`src/rtl/loader_pkg.sv`:
```
// rtl/loader_pkg.sv - shared state encoding and operand geometry for operand_loader
package loader_pkg;

  localparam int DATA_W      = 8;
  localparam int A_COUNT     = 16;
  localparam int B_COUNT     = 9;
  localparam int TOTAL_COUNT = A_COUNT + B_COUNT;
  localparam int IDX_W       = 5;

  typedef enum logic [2:0] {
    ST_IDLE   = 3'd0,
    ST_LOAD_A = 3'd1,
    ST_LOAD_B = 3'd2,
    ST_ARM    = 3'd3,
    ST_HOLD   = 3'd4
  } state_t;

endpackage

```
`src/rtl/operand_regfile.sv`:
```
// rtl/operand_regfile.sv - single write port operand storage with flat read-out
module operand_regfile
  import loader_pkg::*;
(
  input  logic                            i_clk,
  input  logic                            i_resetn,
  input  logic                            i_we,
  input  logic [IDX_W-1:0]                i_idx,
  input  logic [DATA_W-1:0]               i_data,
  output logic [TOTAL_COUNT*DATA_W-1:0]   o_flat
);

  logic [DATA_W-1:0] r_mem [TOTAL_COUNT];

  always_ff @(posedge i_clk) begin
    if (!i_resetn) begin
      for (int i = 0; i < TOTAL_COUNT; i++) begin
        r_mem[i] <= '0;
      end
    end else if (i_we && (int'(i_idx) < TOTAL_COUNT)) begin
      r_mem[i_idx] <= i_data;
    end
  end

  for (genvar g = 0; g < TOTAL_COUNT; g++) begin : g_flat
    assign o_flat[g*DATA_W +: DATA_W] = r_mem[g];
  end

endmodule

```
`src/rtl/operand_loader.sv`:
```
// rtl/operand_loader.sv - serial byte loader assembling A/B operands and launching run
module operand_loader
  import loader_pkg::*;
#(
  parameter int RUN_LEN = 1
) (
  input  logic                        clk,
  input  logic                        reset,
  input  logic [DATA_W-1:0]           byte_i,
  input  logic                        valid_i,
  output logic                        ready_o,
  input  logic                        abort_i,
  input  logic                        release_i,
  output logic [A_COUNT*DATA_W-1:0]   a_flat_o,
  output logic [B_COUNT*DATA_W-1:0]   b_flat_o,
  output logic                        run_o,
  output logic                        busy_o,
  output logic [4:0]                  count_o,
  output logic                        overrun_o
);

  localparam int RUN_W = (RUN_LEN > 1) ? $clog2(RUN_LEN) : 1;

  state_t                         r_state, w_next;
  logic [4:0]                     r_count, w_count_next;
  logic [RUN_W-1:0]               r_run_cnt, w_run_cnt_next;
  logic                           r_run, r_busy, r_overrun, w_overrun_next;
  logic                           w_xfer, w_we;
  logic [IDX_W-1:0]               w_widx;
  logic [TOTAL_COUNT*DATA_W-1:0]  w_flat;

  assign ready_o = (r_state == ST_IDLE) || (r_state == ST_LOAD_A) || (r_state == ST_LOAD_B);
  assign w_xfer  = valid_i & ready_o;

  always_comb begin
    w_next         = r_state;
    w_count_next   = r_count;
    w_run_cnt_next = r_run_cnt;
    w_we           = 1'b0;
    w_widx         = r_count;
    // Bytes offered while not ready are dropped but remembered as an overrun.
    w_overrun_next = r_overrun | (valid_i & ~ready_o);
    case (r_state)
      ST_IDLE: begin
        if (w_xfer) begin
          w_we         = 1'b1;
          w_widx       = '0;
          w_count_next = 5'd1;
          w_next       = ST_LOAD_A;
        end
      end
      ST_LOAD_A: begin
        if (abort_i) begin
          w_count_next = '0;
          w_next       = ST_IDLE;
        end else if (w_xfer) begin
          w_we         = 1'b1;
          w_count_next = r_count + 5'd1;
          if (r_count == 5'(A_COUNT - 1)) w_next = ST_LOAD_B;
        end
      end
      ST_LOAD_B: begin
        if (abort_i) begin
          w_count_next = '0;
          w_next       = ST_IDLE;
        end else if (w_xfer) begin
          w_we         = 1'b1;
          w_count_next = r_count + 5'd1;
          if (r_count == 5'(TOTAL_COUNT - 1)) begin
            w_run_cnt_next = '0;
            w_next         = ST_ARM;
          end
        end
      end
      ST_ARM: begin
        if (r_run_cnt == RUN_W'(RUN_LEN - 1)) begin
          w_next = ST_HOLD;
        end else begin
          w_run_cnt_next = r_run_cnt + 1'b1;
        end
      end
      ST_HOLD: begin
        if (release_i) begin
          w_count_next   = '0;
          w_overrun_next = 1'b0;
          w_next         = ST_IDLE;
        end
      end
      default: begin
        w_next = ST_IDLE;
      end
    endcase
  end

  // run/busy are registered from the next state so they line up with the state they describe.
  always_ff @(posedge clk) begin
    if (!reset) begin
      r_state   <= ST_IDLE;
      r_count   <= '0;
      r_run_cnt <= '0;
      r_run     <= 1'b0;
      r_busy    <= 1'b0;
      r_overrun <= 1'b0;
    end else begin
      r_state   <= w_next;
      r_count   <= w_count_next;
      r_run_cnt <= w_run_cnt_next;
      r_run     <= (w_next == ST_ARM);
      r_busy    <= (w_next != ST_IDLE);
      r_overrun <= w_overrun_next;
    end
  end

  operand_regfile u_regfile (
    .i_clk    (clk),
    .i_resetn (reset),
    .i_we     (w_we),
    .i_idx    (w_widx),
    .i_data   (byte_i),
    .o_flat   (w_flat)
  );

  assign a_flat_o  = w_flat[A_COUNT*DATA_W-1:0];
  assign b_flat_o  = w_flat[TOTAL_COUNT*DATA_W-1:A_COUNT*DATA_W];
  assign run_o     = r_run;
  assign busy_o    = r_busy;
  assign count_o   = r_count;
  assign overrun_o = r_overrun;

endmodule
```
`config.mk`:
```
export PLATFORM = sky130hd
export DESIGN_NAME = operand_loader
export DESIGN_NICKNAME = d
export VERILOG_FILES = /design/src/rtl/loader_pkg.sv /design/src/rtl/operand_regfile.sv /design/src/rtl/operand_loader.sv
export SDC_FILE = /design/constraint.sdc
export NUM_CORES = 1
export LEC_CHECK = 0
export CORE_MARGIN = 3
export CORE_UTILIZATION = 45
export DETAILED_ROUTE_END_ITERATION = 6
export PLACE_DENSITY = 0.87
export SLEW_MARGIN = 20
export SYNTH_ARGS = -nofsm -noshare
export SYNTH_HDL_FRONTEND = slang
export SYNTH_HIERARCHICAL = 1
export SYNTH_SLANG_ARGS = --single-unit
```
`constraint.sdc`:
```
create_clock -name clk -period 2.5 [get_ports clk]
set_input_delay 0.5 -clock clk [delete_from_list [all_inputs] [get_ports clk]]
set_output_delay 0.5 -clock clk [all_outputs]
set_load 0.005 [all_outputs]
```
# == Word level (Yosys, flattened, before mapping) ==
# Memories as Yosys holds them, arrays and structs flattened.
# Cells that the tools add are included.
# totals
register_bits,12
memories,1
word_cells,72
ramBits,200
inputBits,13
# classes
eq_ne,13
order_cmp,1
reduce_logical,11
bitwise,4
n_addsub,2
n_mux,34
# mem_list
name,words,width,read_ports,rd_ports_with_merged_regs,write_ports,line,source
u_regfile.r_mem,25,8,25,0,25,operand_regfile.sv:13,logic [DATA_W-1:0] r_mem [TOTAL_COUNT];
# op_table
operator,count
5-bit 2-to-1 mux,7
3-bit 2-to-1 mux,9
3-bit case mux with 5 select lines,1
5-bit case mux with 3 select lines,1
1-bit 2-to-1 mux,13
"3-bit by 2-bit == test with 1-bit output, second input constant",3
8-bit 2-to-1 mux,1
"2-bit inequality test, second input constant",4
4-bit AND reduction,2
8-bit OR reduction,1
3-bit nonzero test,2
"5-bit by 1-bit adder with 5-bit output, second input constant",1
"5-bit by 4-bit == test with 1-bit output, second input constant",1
"5-bit == test, second input constant",1
"5-bit less-than comparator, second input constant",1
1-bit case mux with 2 select lines,2
"3-bit by 1-bit == test with 1-bit output, second input constant",1
"3-bit == test, second input constant",1
3-bit logical NOT,1
"3-bit by 1-bit inequality test with 1-bit output, second input constant",1
1-bit AND,2
1-bit logical OR,2
"2-bit by 1-bit inequality test with 1-bit output, second input constant",1
2-bit nonzero test,1
other kinds (5),5

# == Depth between registers and ports, before layout ==
# Gate-level depths: netlist (run 1).
# logic_depth
ltp_word,13
ltp_mapped,8
depth_no_buf,7

# == Modules after synthesis ==
# The synthesis (run 1) kept the hierarchy.
# by_module_without_submodules
module,cells_each,instances,area_per_inst_um2
operand_regfile,521,1,8181.6
operand_loader,82,1,691.9

# == Worst setup path after synthesis (run 1) ==
# No wires, ideal clock.
# synth_timing
path_kind,register -> register
from,register r_state[2]
to,"memory u_regfile.r_mem[19][0], enable pin"
t_required_ps,2116
setup_slack_ps,-172
t_arrival_ps,2288
setup_time_ps,384
path_stages_with_launch,8
cell_sequence,dfxtp_1 -> buf_4 -> nand2b_1 -> nor3_1 -> nor2b_1 -> or3b_1 -> buf_2 -> o21ai_0
# synth_rtl
element,line,source
"start, declared",operand_loader.sv:24,"state_t r_state, w_next;"
"start signal, assigned",operand_loader.sv:105,r_state <= w_next;
"end, declared",operand_regfile.sv:13,

==> impl_metrics.yaml, run 1 <==
outcome:
  status: "completed"
power_and_ir_drop:
  intPower_w: 0.00632
  combPwrFrac_pct: 9.0
  clockPowerShare_pct: 40.7
  power.density_nw_per_um2: 633
  p_sw_share_pct: 21.1
  switching_power_w: 0.00169
  seqPwrFrac_pct: 50.4
  vdd_drop_max_uv: 427
  p_leak_nw: 4.25
layout:
  final_common_cell: "clkdlybuf4s50_1"
  syn_to_final_growth_pct: 42.6
  nets: 897
  final_cell_mix: "clkdlybuf4s50_1 (220), edfxtp_1 (200), nor3_2 (94)"
  drive_above_1_share_pct: 26.1
  antenna_cells: 0
  design_area_sq_um: 12700
  regArea_sq_um: 6230
  multiInputGateArea_sq_um: 2220
  post-route-util_pct: 66.5
  fillCellCount: 1360
sta:
  finalSetupViolCount: 0
  hold_violations: 0
  tightest_slew_ns: 0.423
  min_period_ns: 2.36
  rsz0062_at_grt: "no"
  fmax_mhz: 423
  slew_headroom_pct: 71.7
  final.period_utilization_pct: 94.5
  drv_slew: 0
  finClkSkew_ns: 0.00825
synth:
  synth_ff_type: "edfxtp_1"
  synth_area_sq_um: 8870
  synth_top_family_by_area: "simple AND/OR/NAND/NOR gates"
  async_flop_share_pct: 0
  ys_warn_count: 6
  synthCells: 603
  synthAdderAreaFrac_pct: 0.536
  synth_cell_types: 43
  synthXorXnorAreaFrac_pct: 0.0987
  yosys.area_share.simple_pct: 21.0
  synthMuxAreaShare_pct: 0.338
  seq_area_frac_synth_pct: 70.2
  synth_edf_count: 200
  ys_ff_latch: 211
  synth_compound_area_share_pct: 2.93
  syn_area_per_cell_sq_um: 14.7
  syn_nets: 619
drt:
  vias: 6278
  wl_per_cell_microns: 21.8
  firstDrtPassIters: 4
  via_per_inst: 5.44
  drc: 0
  antenna_left: 0
  drt-total-wl_microns: 25200
  drt_iter0_drc: 487
clock_tree:
  cts.path.max_buffers: 3
  cts_tree: "done"
  path_clk_slew_ns: 0.06
  cts-root-buf: "clkbuf_16"
  tritoncts_num_sinks: 211
  ctsHoldBuffers: 0
  post_cts_buffers: 0
  htree_levels: 1
  clock_latency_ns: 0.49
  numCtsBuffers: 22
setup_path:
  r2r-start: "r_state[0]$_SDFF_PN0_"
  startpoint_type: "input pin"
  cp_data_required_time_ns: 2.70
  cp_max_fo: 8
  rr_worst_depth: 8
  path_class: "input pin to flip-flop"
  rrSetupSlack_ns: 0.26
  critPathArrivalTime_ns: 2.57
  end_kind: "flip-flop"
  cp-startpoint: "valid_i"
  r2r_end: "u_regfile/r_mem[0][6]$_SDFFCE_PN0P_"
worst_hold_path:
  min_from: "overrun_o$_SDFF_PN0_"
  hold_path_end: "overrun_o$_SDFF_PN0_"
  hp-class: "flip-flop to flip-flop"
  hold_depth: 1
floorplanning:
  core_area_sq_um: 19000
  start_util_pct: 46.7
  ios: 222
  die_area_sq_um: 21400
  die_w_microns: 146
  die_h_microns: 146
  rows: 50
placement:
  gp_congestion: 0.857
  dp_hpwl_microns: 17500
  place_area_sq_um: 11900
  io_buffers: 221
global_routing:
  antenna_found_initial: 1
  grt_pass1_wl_microns: 38500
  grt_max_degree: 36
  grt_pass1_vias: 6298
  grt_util_all_layers_pct: 23.1
  overflow: 0
run:
  maxCapViolCount: 0
==> metal layers <==
| metal | track usage [%] | part of all wire [%] | routed length, microns |
|---|---|---|---|
| met1 | 30.7 | 40 | 10000 |
| met2 | 39.2 | 50 | 12600 |
| met3 | 4.53 | 7.8 | 1960 |
| met4 | 6.21 | 2.3 | 575 |
| met5 | 0 | 0.052 | 13 |
==> kinds of logic after synthesis <==
kind of cell	count (synthesis)
multiplexers	3
adder cells (fa/ha/maj)	4
AO/OA/AOI/OAI	42
AND/OR/NAND/NOR	264
flip-flops	211
XOR/XNOR	1
buffers and inverters	78
==> cell usage after synthesis, drive strengths merged (5+ instances only) <==
library cell | number | area, sq um
nand3 | 11 | 65.1
edfxtp | 200 | 6010
nand2 | 5 | 18.8
inv | 15 | 56.3
or3b | 5 | 43.8
nand4b | 12 | 105
clkbuf | 15 | 56.3
nor3 | 178 | 1370
buf | 48 | 327
dfxtp | 11 | 220
nor2 | 37 | 139
o21ai | 27 | 135
==> power groups by stage <==
stage          logic, W  clock network, W  registers [W]
5_1_grt        0.000759           0.00349        0.00404
3_3_place_gp   0.000696                 0        0.00411
4_1_cts        0.000719           0.00331        0.00404
6_report       0.000717           0.00326        0.00404
2_1_floorplan  0.000228                 0        0.00411
3_5_place_dp   0.000715                 0        0.00411
==> state kept, by name (all words and copies together) (netlist names) <==
name / count
u_regfile/r_mem: 200
busy_o: 1
r_state: 3
overrun_o: 1
run_o: 1
count_o: 5
==> critical path, stage by stage <==
cell and delay, ns:
clkdlybuf4s50_1 0.51, nand2b_1 0.12, nor3_4 0.22, nor2b_1 0.16, or3b_2 0.63, o21ai_1 0.23, buf_4 0.19
==> worst max-delay path by stage <==
stage	cells after the start	slack (ns)	end
after CTS	7	0.09	u_regfile/r_mem[4][4]$_SDFFCE_PN0P_
final	7	0.14	u_regfile/r_mem[4][2]$_SDFFCE_PN0P_
after floorplan	7	-0.17	u_regfile/r_mem[19][0]$_SDFFCE_PN0P_
after global routing	7	0.005	u_regfile/r_mem[4][4]$_SDFFCE_PN0P_
after global placement	7	-0.56	u_regfile/r_mem[4][5]$_SDFFCE_PN0P_
after detailed placement	7	-0.63	u_regfile/r_mem[4][4]$_SDFFCE_PN0P_
==> final cells by class <==
class	instances	area share, %
clock inverter	9	0.949
multi-input combinational	314	17.6
inverter	15	0.445
sequential	211	49.2
timing repair buffer	317	24.5
clock buffer	29	4.73
tap	260	2.57
==> through the flow <==
stage,total power [W],TNS [ns],hold slack (ns),worst slack (ns),cells
global placement,0.00481,-140.31,0.491,-0.562,1117
finish,0.00801,0,0.504,0.137,1155
floorplan,0.00434,-5.52,0.495,-0.172,603
global route,0.00830,0,0.524,0.00493,1155
detailed placement,0.00482,-158.88,0.491,-0.629,1117
CTS,0.00807,0,0.509,0.0873,1155
==> what timing repair did <==
action                     CTS  global route
gates cloned                 0             0
resized for setup            1             1
setup endpoints to repair   64             9
Note: power is estimated with default switching activity, not from simulation.
==> inputs of run 2 (changes only) <==
CAP_MARGIN = 25   (was unset)
CORE_MARGIN = 8   (was 3)
==> run 2 against run 1 <==
  * Clock-buffer cell count down 6
  * Maximum frequency fell by 0.13%
  * Sequential share of layout area decreased by 0.19 points
  * Highest routed layer unchanged
==> impl_metrics.yaml, run 2 (synthesized netlist as in run 1, its figures left out) <==
layout:
  nets: 899
  syn_to_final_growth_pct: 43.1
  design_area_sq_um: 12700
  regMostFlops: "u_regfile/r_mem"
  regArea_sq_um: 6230
  antenna_cells: 0
  final_cell_mix: "clkdlybuf4s50_1 (220), edfxtp_1 (200), nor3_2 (94)"
  fillCellCount: 1403
  multiInputGateArea_sq_um: 2210
  drive_above_1_share_pct: 26.9
  largest_reg_flops: 200
  final_common_cell: "clkdlybuf4s50_1"
worst_hold_path:
  min_from: "overrun_o$_SDFF_PN0_"
  hp-class: "flip-flop to flip-flop"
  hold_path_end: "overrun_o$_SDFF_PN0_"
  hold_depth: 1
sta:
  slew_headroom_pct: 72.6
  rsz0062_at_grt: "no"
  min_period_ns: 2.37
  fmax_mhz: 423
  final.period_utilization_pct: 94.6
  finalSetupViolCount: 0
  drv_slew: 0
  tightest_slew_ns: 0.410
  finClkSkew_ns: 0.00804
  hold_violations: 0
  setup_ws_ns: 0.134
floorplanning:
  rows: 51
  core_area_sq_um: 19400
  start_util_pct: 45.7
  die_w_microns: 156
  die_h_microns: 156
  ios: 222
  die_area_sq_um: 24500
clock_tree:
  cts-root-buf: "clkbuf_16"
  cts.path.max_buffers: 3
  numCtsBuffers: 21
  cts_tree: "done"
  htree_levels: 1
  tritoncts_num_sinks: 211
  clock_latency_ns: 0.49
  path_clk_slew_ns: 0.06
  post_cts_buffers: 0
  ctsHoldBuffers: 0
placement:
  gp_congestion: 0.826
  place_area_sq_um: 11900
  preCtsSetupSlack_ns: -0.373
  dp_hpwl_microns: 18200
  io_buffers: 221
drt:
  drt_iter0_drc: 464
  drt-total-wl_microns: 26100
  firstDrtPassIters: 5
  via_per_inst: 5.35
  wl_per_cell_microns: 22.4
  vias: 6219
  drc: 0
  antenna_left: 0
setup_path:
  end_kind: "flip-flop"
  r2r_end: "u_regfile/r_mem[7][5]$_SDFFCE_PN0P_"
  cp_max_fo: 8
  cp_top_family: "simple AND/OR/NAND/NOR gates"
  startpoint_type: "input pin"
  worstPathCellList: "clkdlybuf4s50_1 -> nand2b_1 -> nor3_1 -> buf_4 -> nor2b_1 -> or3b_2 -> o21ai_1 -> buf_4"
  path_buf_inv: 3
  cp_data_required_time_ns: 2.70
  r2r-start: "r_state[2]$_SDFF_PN0_"
  crit_top_cell: "buf_4"
  rrSetupSlack_ns: 0.22
  max_stage_delay_ns: 0.64
  rr_worst_depth: 7
  critPathArrivalTime_ns: 2.56
  path_class: "input pin to flip-flop"
  cp_slowest_cell: "or3b_2"
run:
  maxCapViolCount: 0
global_routing:
  grt_pass1_vias: 6245
  grt_max_degree: 41
  grt_util_all_layers_pct: 20.5
  grt_pass1_wl_microns: 38000
  grtUsageMet3_pct: 3.89
  antenna_found_initial: 1
  grt_busiest_layer: "met2"
  met1_usage_pct: 25.6
  overflow: 0
  gr-usage-met2_pct: 35.4
power_and_ir_drop:
  p_leak_nw: 4.28
  power.density_nw_per_um2: 657
  vdd_drop_max_uv: 419
outcome:
  status: "completed"
run 2: changes by cell type in the layout (fill, tap and decap cells not counted), sizes merged:
| cell | previous run | this run |
|---|---|---|
| clkbuf | 29 | 23 |
| bufinv | 3 | 7 |
| buf | 97 | 100 |
| clkinv | 5 | 4 |
| clkinvlp | 1 | 2 |
| inv | 15 | 16 |
run 2: metrics by stage:
step	total power [W]	utilization, %	instances	hold slack [ns]	setup TNS, ns
after floorplan	0.00434	-	603	0.495	-5.52
after global placement	0.00481	61.4	1125	0.488	-49.59
after detailed placement	0.00483	61.4	1125	0.484	-64.34
after CTS	0.00840	65.5	1162	0.507	0
after global routing	0.00858	65.5	1162	0.544	0
final	0.00835	65.5	1162	0.504	0
run 2: area by class of cell:
cell class                 instances  share of cell area, %
clock buffer                      23                   4.20
clock inverter                    14                   2.00
inverter                          15                  0.443
multi-input combinational        314                   17.4
sequential                       211                   49.0
tap                              265                   2.61
timing repair buffer             320                   24.3
run 2: how the worst max path moves through the flow:
| stage | startpoint | to | slack [ns] | depth (start not counted) |
|---|---|---|---|---|
| after CTS | valid_i | u_regfile/r_mem[14][7]$_SDFFCE_PN0P_ | 0.12 | 9 |
| after global placement | valid_i | u_regfile/r_mem[7][2]$_SDFFCE_PN0P_ | -0.29 | 8 |
| final | valid_i | u_regfile/r_mem[7][5]$_SDFFCE_PN0P_ | 0.13 | 8 |
| after floorplan | r_state[2]$_SDFF_PN0_ | u_regfile/r_mem[19][0]$_SDFFCE_PN0P_ | -0.17 | 7 |
| after global routing | valid_i | u_regfile/r_mem[7][5]$_SDFFCE_PN0P_ | 0.04 | 8 |
| after detailed placement | valid_i | u_regfile/r_mem[14][1]$_SDFFCE_PN0P_ | -0.37 | 9 |
run 2: report_power, final:
group / total, W / switching (W) / internal [W]
logic: 0.000716 / 0.000369 / 0.000347
registers: 0.00403 / 0.0000515 / 0.00398
clock network: 0.00360 / 0.00133 / 0.00227
run 2: layer usage:
metal  vias to the layer above  wire length (microns)
li1                       2817                      -
met1                      3047                  10200
met2                       305                  13100
met3                        48                   2180
met4                         2                    603
met5                         -                      8
run 2: worst register-to-register path, cell delays in order (launching register included):
cell and delay (ns):
dfxtp_1 0.33, nand2b_1 0.12, nor3_1 0.06, buf_4 0.14, nor2b_1 0.28, or3b_2 0.64, o21ai_1 0.22, buf_4 0.20
run 2: timing repair:
item	in CTS	in global routing
hold endpoints to repair	0	0
gates resized for setup	0	1
setup endpoints to repair	0	8
